--- config.mk ---
export PLATFORM = sky130hd
export DESIGN_NAME = cmos_pixel_packer_flat
export DESIGN_NICKNAME = d
export VERILOG_FILES = /design/src/rtl/cmos_pixel_packer_if.sv /design/src/rtl/cmos_pixel_packer.sv /design/src/flat_wrapper.sv
export SDC_FILE = /design/constraint.sdc
export NUM_CORES = 1
export LEC_CHECK = 0
export ABC_AREA = 1
export CORE_MARGIN = 3
export CORE_UTILIZATION = 50
export CTS_BUF_LIST = sky130_fd_sc_hd__clkbuf_16
export CTS_CLUSTER_SIZE = 20
export DETAILED_ROUTE_END_ITERATION = 10
export GPL_ROUTABILITY_DRIVEN = 0
export GPL_TIMING_DRIVEN = 0
export PLACE_DENSITY = 0.72
export SETUP_SLACK_MARGIN = 0.1
export SYNTH_ARGS = -nofsm -noshare
export SYNTH_HDL_FRONTEND = slang
export SYNTH_SLANG_ARGS = --single-unit
export TNS_END_PERCENT = 10
--- constraint.sdc ---
create_clock -name sys_clk -period 2.1 [get_ports sys_clk]
set_input_delay 0.525 -clock sys_clk [delete_from_list [all_inputs] [get_ports sys_clk]]
set_output_delay 0.525 -clock sys_clk [all_outputs]
set_load 0.02 [all_outputs]
--- src/rtl/cmos_pixel_packer_if.sv ---
// Pixel-in / word-out stream bundle for the RGB565 pair packer.
// master = packer side, slave = capture source plus frame-buffer FIFO side.
interface cmos_pixel_packer_if;
  logic        cam_vsync;
  logic        pix_valid;
  logic [15:0] pix_data;
  logic        out_ready;
  logic        out_valid;
  logic [31:0] out_data;
  logic        out_sof;
  logic        out_eol;

  modport master (input  cam_vsync, pix_valid, pix_data, out_ready,
                  output out_valid, out_data, out_sof, out_eol);
  modport slave  (output cam_vsync, pix_valid, pix_data, out_ready,
                  input  out_valid, out_data, out_sof, out_eol);
endinterface

--- src/rtl/cmos_pixel_packer.sv ---
// Packs RGB565 pixel pairs into 32-bit words with sof/eol tags, skips the
// sensor's settling frames and reports per-frame geometry status.
module cmos_pixel_packer #(
  parameter int H_PIXELS   = 1024,
  parameter int V_LINES    = 768,
  parameter int FRAME_SKIP = 10
) (
  input  logic                sys_clk,
  input  logic                sys_rst_n,
  cmos_pixel_packer_if.master bus,
  output logic                frame_done,
  output logic                frame_ok,
  output logic [15:0]         frame_cnt
);
  localparam int XW = $clog2(H_PIXELS);
  localparam int YW = $clog2(V_LINES + 1);  // y must be able to reach V_LINES
  localparam int SW = (FRAME_SKIP > 0) ? $clog2(FRAME_SKIP + 1) : 1;

  typedef struct packed {
    logic [31:0] data;
    logic        sof;
    logic        eol;
  } word_t;

  logic          vsync_d, vsync_rise;
  logic [SW-1:0] skip_cnt;
  logic          frame_en;
  logic [XW-1:0] x;
  logic [YW-1:0] y;
  logic          phase;
  logic [15:0]   lo_pix;
  logic          ovf, excess;
  logic          accept, in_range, last_x, push, xfer;
  word_t         new_w, out_w, spill_w;
  logic          out_v, spill_v;

  assign vsync_rise = bus.cam_vsync & ~vsync_d;
  assign accept     = bus.pix_valid & frame_en & ~vsync_rise;
  assign in_range   = (y < YW'(V_LINES));
  assign last_x     = (x == XW'(H_PIXELS - 1));
  assign push       = accept & in_range & phase;
  assign xfer       = out_v & bus.out_ready;

  always_comb begin
    new_w      = '0;
    new_w.data = {bus.pix_data, lo_pix};
    new_w.sof  = (x == XW'(1)) && (y == '0);
    new_w.eol  = last_x;
  end

  always_ff @(posedge sys_clk or negedge sys_rst_n) begin
    if (!sys_rst_n) begin
      vsync_d    <= 1'b0;
      skip_cnt   <= '0;
      frame_en   <= 1'b0;
      x          <= '0;
      y          <= '0;
      phase      <= 1'b0;
      lo_pix     <= '0;
      ovf        <= 1'b0;
      excess     <= 1'b0;
      frame_done <= 1'b0;
      frame_ok   <= 1'b0;
      frame_cnt  <= '0;
    end else begin
      vsync_d    <= bus.cam_vsync;
      frame_done <= 1'b0;
      if (vsync_rise) begin
        frame_cnt <= frame_cnt + 16'd1;
        x         <= '0;
        y         <= '0;
        phase     <= 1'b0;
        ovf       <= 1'b0;
        excess    <= 1'b0;
        // Judge the frame that just ended; a dangling half-pair fails it.
        if (frame_en) begin
          frame_done <= 1'b1;
          frame_ok   <= (y == YW'(V_LINES)) & ~phase & ~ovf & ~excess;
        end
        if (skip_cnt < SW'(FRAME_SKIP)) begin
          skip_cnt <= skip_cnt + SW'(1);
          frame_en <= 1'b0;
        end else begin
          frame_en <= 1'b1;
        end
      end else if (accept) begin
        if (!in_range) begin
          excess <= 1'b1;
        end else begin
          phase <= ~phase;
          if (!phase) lo_pix <= bus.pix_data;
          if (last_x) begin
            x <= '0;
            y <= y + YW'(1);
          end else begin
            x <= x + XW'(1);
          end
        end
      end
      if (push & out_v & spill_v & ~xfer) ovf <= 1'b1;
    end
  end

  // Two-entry FIFO: out_w is what the consumer sees, spill_w queues behind it.
  always_ff @(posedge sys_clk or negedge sys_rst_n) begin
    if (!sys_rst_n) begin
      out_v   <= 1'b0;
      spill_v <= 1'b0;
      out_w   <= '0;
      spill_w <= '0;
    end else if (!out_v) begin
      if (push) begin
        out_v <= 1'b1;
        out_w <= new_w;
      end
    end else if (xfer) begin
      if (spill_v) begin
        out_w <= spill_w;
        if (push) spill_w <= new_w;
        else      spill_v <= 1'b0;
      end else if (push) begin
        out_w <= new_w;
      end else begin
        out_v <= 1'b0;
      end
    end else if (push & ~spill_v) begin
      spill_v <= 1'b1;
      spill_w <= new_w;
    end
  end

  assign bus.out_valid = out_v;
  assign bus.out_data  = out_w.data;
  assign bus.out_sof   = out_w.sof;
  assign bus.out_eol   = out_w.eol;
endmodule
--- src/flat_wrapper.sv ---
// flat-port wrapper written by rule: the top's interface ports become plain ports
module cmos_pixel_packer_flat 
#(
  parameter int H_PIXELS   = 1024,
  parameter int V_LINES    = 768,
  parameter int FRAME_SKIP = 10
)
  (sys_clk, sys_rst_n, frame_done, frame_ok, frame_cnt, bus_cam_vsync, bus_pix_valid, bus_pix_data, bus_out_ready, bus_out_valid, bus_out_data, bus_out_sof, bus_out_eol);
  cmos_pixel_packer_if bus_i ();
  input  logic sys_clk;
  input  logic sys_rst_n;
  output logic frame_done;
  output logic frame_ok;
  output logic [15:0] frame_cnt;
  input wire logic [$bits(bus_i.cam_vsync)-1:0] bus_cam_vsync;
  input wire logic [$bits(bus_i.pix_valid)-1:0] bus_pix_valid;
  input wire logic [$bits(bus_i.pix_data)-1:0] bus_pix_data;
  input wire logic [$bits(bus_i.out_ready)-1:0] bus_out_ready;
  output wire logic [$bits(bus_i.out_valid)-1:0] bus_out_valid;
  output wire logic [$bits(bus_i.out_data)-1:0] bus_out_data;
  output wire logic [$bits(bus_i.out_sof)-1:0] bus_out_sof;
  output wire logic [$bits(bus_i.out_eol)-1:0] bus_out_eol;
  assign bus_i.cam_vsync = bus_cam_vsync;
  assign bus_i.pix_valid = bus_pix_valid;
  assign bus_i.pix_data = bus_pix_data;
  assign bus_i.out_ready = bus_out_ready;
  assign bus_out_valid = bus_i.out_valid;
  assign bus_out_data = bus_i.out_data;
  assign bus_out_sof = bus_i.out_sof;
  assign bus_out_eol = bus_i.out_eol;
  cmos_pixel_packer #(.H_PIXELS(H_PIXELS), .V_LINES(V_LINES), .FRAME_SKIP(FRAME_SKIP)) u_core (.sys_clk(sys_clk), .sys_rst_n(sys_rst_n), .bus(bus_i), .frame_done(frame_done), .frame_ok(frame_ok), .frame_cnt(frame_cnt));
endmodule
# --- Yosys cells after proc, flatten, opt, wreduce, memory -nomap -nowiden ---
# Index checks and enable logic that the tools add are counted.
classes:
  n_addsub: 4
  n_lt_le_gt_ge: 2
  eq_ne: 7
  n_mux: 34
  bitwise_logic: 20
  n_reduce_logical: 15
op_table:
  columns: ["operator", "count"]
  rows:
  - ["34-bit 2-to-1 mux", 8]
  - ["10-bit 2-to-1 mux", 8]
  - ["10-bit by 1-bit adder with 10-bit output, second input constant", 2]
  - ["10-bit == test, second input constant", 2]
  - ["1-bit 2-to-1 mux", 18]
  - ["16-bit by 1-bit adder with 16-bit output, second input constant", 1]
  - ["1-bit bitwise AND", 13]
  - ["10-bit by 1-bit == test with 1-bit output, second input constant", 1]
  - ["10-bit logical NOT", 1]
  - ["10-bit less-than comparator, second input constant", 1]
  - ["2-bit AND reduction", 5]
  - ["2-bit nonzero test", 5]
  - ["4-bit AND reduction", 2]
  - ["1-bit inverter", 7]
  - ["2-bit by 1-bit != test with 1-bit output, second input constant", 3]
  - ["4-bit by 1-bit adder with 4-bit output, second input constant", 1]
  - ["4-bit less-than comparator, second input constant", 1]
  - ["3-bit AND reduction", 1]
  - ["2-bit != test, second input constant", 1]
  - ["1-bit logical AND", 1]
totals:
  reg_bits: 133
  out_inout_bits: 53

# --- Longest topological paths before layout ---
logic_depth:
  depth_word: 10
  depth_mapped: 9
  depth_no_buf: 9

# --- Least setup slack after synthesis ---
# No wires, ideal clock.
synth_timing:
  kind: "reg2reg"
  startpoint: "reg u_core.frame_cnt[1]"
  endpoint: "reg u_core.frame_cnt[14]"
  setup_time_ns: 0.117
  t_arrival_ns: 1.352
  setup_slack_ns: 0.631
  stages_incl_launch_ff: 9
  n_path_buf: 0
  period_less_slack_ns: 1.469
  path_cell_list: "dfrtp_1 ha_1 nand3_1 nor2_2 nand3_1 nor2_1 nand2_1 nand2_1 nand2_1"
synth_via:
  elab_chain_cells: 1
synth_rtl:
  columns: ["item", "line_no", "rtl"]
  rows:
  - ["start: declaration", "cmos_pixel_packer.sv:13", "output logic [15:0] frame_cnt"]
  - ["start signal: assignment", "cmos_pixel_packer.sv:69", "frame_cnt <= frame_cnt + 16'd1;"]
  - ["16-bit by 1-bit adder with 16-bit output", "cmos_pixel_packer.sv:69", null]
# Every way passes these cells.
# A chain may end at the register's enable or synchronous reset.

# --- Worst setup path after layout ---
layout_timing:
  startpoint: "reg u_core.frame_cnt[7]"
  endpoint: "out frame_cnt[7]"
layout_rtl:
  columns: ["item", "line_no", "rtl"]
  rows:
  - ["end: declaration", "flat_wrapper.sv:14", "output logic [15:0] frame_cnt;"]
# No word-level cell between the ends.

==> metrics.md <==
| Metric | Value |
|---|---|
| Drt pass-1 iters | 6 |
| Data required, critical path | 1570 ps |
| Crit path capture type | output port |
| CP max stage delay | 640 ps |
| Pwr Total | 10.7 mW |
| Final nets | 996 |
| GR Overflow Total | 0 |
| DP Wirelength | 12,200 um |
| Area grow syn2layout | 22.5% |
| Share of flip-flops with an asynchronous set or reset | 100% |
| Slew HR | 62.9% |
| Initial DRC count | 510 |
| Max Fclk | 495 MHz |
| Proportion of layout cells with a drive suffix above 1 | 7.74% |
| Die Area | 0.0151 mm2 |
| Register area share after synthesis | 48.8% |
| Reg-to-Reg Start | u_core.bus.out_valid |
| M2 GR Usage | 35.5% |
| Initial Util | 51.3% |
| CTS buffer count | 17 |
| Htree depth | 4 |
| Chip height | 123 um |
| Cell count after placement | 1,126 |
| Postcts setup bufs | 0 |
| Ports | 74 |
| Clock buffer depth | 2 |
| CP Class | reg2out |
| Vias in the first global route | 5,646 |
| Status | finished clean |
| Synth unique cells | 36 |
| Buffers & Inverters on Critical Path | 1 |
| Leakage Power | 4.24 nW |
| Hold Buf Count CTS | 0 |
| Worst R2R Path Depth | 6 |
| Core ar. | 0.0133 mm2 |
| IO Port Bufs | 73 |
| Synth Area in Compound Gates | 7.60% |
| ANT nets after route | 0 |
| Chip Width | 123 um |
| Post-Synth Simple-Gate Area | 34.0% |
| Antenna violations before repair | 0 |
| EDFF count, synth | 0 |
| Slew Limit Fails | 0 |
| Final WL | 17,500 um |
| DRC violations left | 0 |
| Average size of a mapped cell | 7.78 um2 |
| Hold Path Class | in2async |
| Yosys warnings | 0 |
| CTS resizes | 1 |
| Largest net degree at the start of global routing | 83 |
| Clock root buffer | clkbuf_16 |
| Data arrival, critical path | 1490 ps |
| Post-Route Skew | 5.34 ps |
| Register-to-Register Setup Slack | 270 ps |
| Area of placed instances | 0.00779 mm2 |
| Clk sink count | 133 |
| Design area | 0.00835 mm2 |
| Xor/xnor share of the synthesized area | 2.31% |
| Clk Latency, worst-skew pair | 420 ps |
| Post-route clock period utilization | 96.1% |
| Synth Flop Type | dfrtp_1 |
| Mux cell area share after synthesis | 0.165% |
| FF-to-FF End | u_core.bus.out_data[24] |
| Clk slew on worst S/H paths | 60 ps |
| Std cell rows | 42 |
| Critical path launch point type | flip-flop |
| Unrepaired setup endpoints after global routing | true |
| Met1 Use GR | 37.4% |
| Min Tclk post-route | 2020 ps |
| Crit-path max FO | 5 |
| Core Util, Final | 62.8% |
| Ant diodes | 0 |
| Max cap viols | 0 |
| Met3 Use GR | 6.36% |
| CP delay by family, top | buffers and inverters |
| Total track usage | 24.9% |
| Final WS setup | 81.0 ps |
| WL/cell | 15.2 um |
| Via count | 6,118 |
| Final setup fails | 0 |
| Largest family of logic cells by synthesized area | simple AND/OR/NAND/NOR gates |
| Worst slack, placed | -227 ps |
| Vias per Instance | 5.28 |
| Final-report hold violation count | 0 |
| Net Count, Synth | 903 |
| Busiest layer in global routing | met1 |
| First-pass GRT wire length | 29,000 um |
| Layout Cells excl Fill | 1,158 |
| CP max stage cell | clkdlybuf4s50_1 |
| CP cell instances | clkdlybuf4s50_1 |
| Synthesized area | 0.00681 mm2 |
| Adder-cell share of the synthesized area | 1.10% |
| Worst vdd ir | 655 uV |
| Pwr Density | 1280 mW/mm2 |
| Mapped Cells | 876 |
| Yosys reg bits | 133 |
| CTS tree | yes |
| Worst slew pin tran | 555 ps |
## sequential cells by signal, indices dropped and copies added, names as in the netlist, 4 cells and up
signal	flops
u_core.frame_cnt	16
u_core.spill_w	34
u_core.y	10
u_core.bus.out_data	32
u_core.lo_pix	16
u_core.skip_cnt	4
u_core.x	10
## cells by family (layout without fill, tap and decap cells)
group,count (synthesis),after routing
compound gates,71,71
xor+xnor,18,18
fa+ha+maj,6,6
buf+inv,94,200
flops,133,133
mux,1,1
simple gates,553,553
## final cells by class
cell class,instances,area [um2]
fill,1175,4950
sequential,133,3330
multi-input combinational,649,3080
timing repair buffer,74,763
clock buffer,17,425
tap,176,220
buffer,43,218
inverter,51,191
clock inverter,15,123
## through the flow
step / hold WS [ps] / setup TNS (ps)
2_1_floorplan: 229 / 0
3_3_place_gp: 452 / -656430
3_5_place_dp: 460 / -8780
4_1_cts: 70.7 / 0
5_1_grt: 92.6 / 0
6_report: 55.2 / 0
## placed cells by master (no fill, tap or decap), drive strengths merged, types with 6 or more instances in the layout
cell type	Yosys	final
o2111ai	32	32
clkdlybuf4s50	0	69
inv	51	53
nand3b	16	16
o21ai	16	16
buf	23	25
xor2	9	9
clkbuf	20	37
nand3	66	66
nand2	330	330
a21oi	18	18
ha	6	6
xnor2	9	9
dfrtp	133	133
nor2	130	130
clkinv	0	9
## worst max-delay path by stage
stage | start | to | slack (ps) | depth (start not counted)
2_1_floorplan | u_core.frame_cnt[1] | u_core.frame_cnt[14] | 630 | 8
3_3_place_gp | sys_rst_n | u_core.bus.out_data[19] | -4880 | 1
3_5_place_dp | bus_out_ready | u_core.bus.out_data[2] | -230 | 6
4_1_cts | u_core.frame_cnt[7] | frame_cnt[7] | 60 | 1
5_1_grt | u_core.frame_cnt[3] | frame_cnt[3] | 30 | 1
6_report | u_core.frame_cnt[7] | frame_cnt[7] | 80 | 1
## Yosys cell counts (2+ instances only)
library cell | n | area share [%]
nand4_1 | 5 | 0.46
buf_2 | 14 | 1.0
o21ai_1 | 4 | 0.29
nand2_4 | 2 | 0.33
nand3b_1 | 16 | 1.8
nor2_2 | 4 | 0.37
inv_2 | 4 | 0.22
dfrtp_1 | 133 | 49
xnor2_1 | 9 | 1.2
nor3_1 | 5 | 0.37
nand2_2 | 4 | 0.37
xor2_1 | 9 | 1.2
o21ai_0 | 12 | 0.88
clkbuf_1 | 20 | 1.1
nand3_1 | 64 | 4.7
nor2_1 | 124 | 6.8
buf_6 | 2 | 0.33
nand2_1 | 324 | 18
a21oi_1 | 14 | 1.0
a21oi_2 | 4 | 0.51
o2111ai_1 | 32 | 4.1
buf_4 | 6 | 0.66
ha_1 | 6 | 1.1
inv_1 | 47 | 2.6
## routing by layer
metal	vias to the layer above	wire length [um]
met1	2901	8410
met2	189	7740
met3	22	1150
met4	0	255
met5	-	0
li1	3006	-
## power breakdown
part           internal, mW  switching (mW)
clock                  1.70            1.09
combinational          1.52            2.19
sequential             3.48           0.690
total                  6.70            3.97
(Power assumes the default switching activity.)
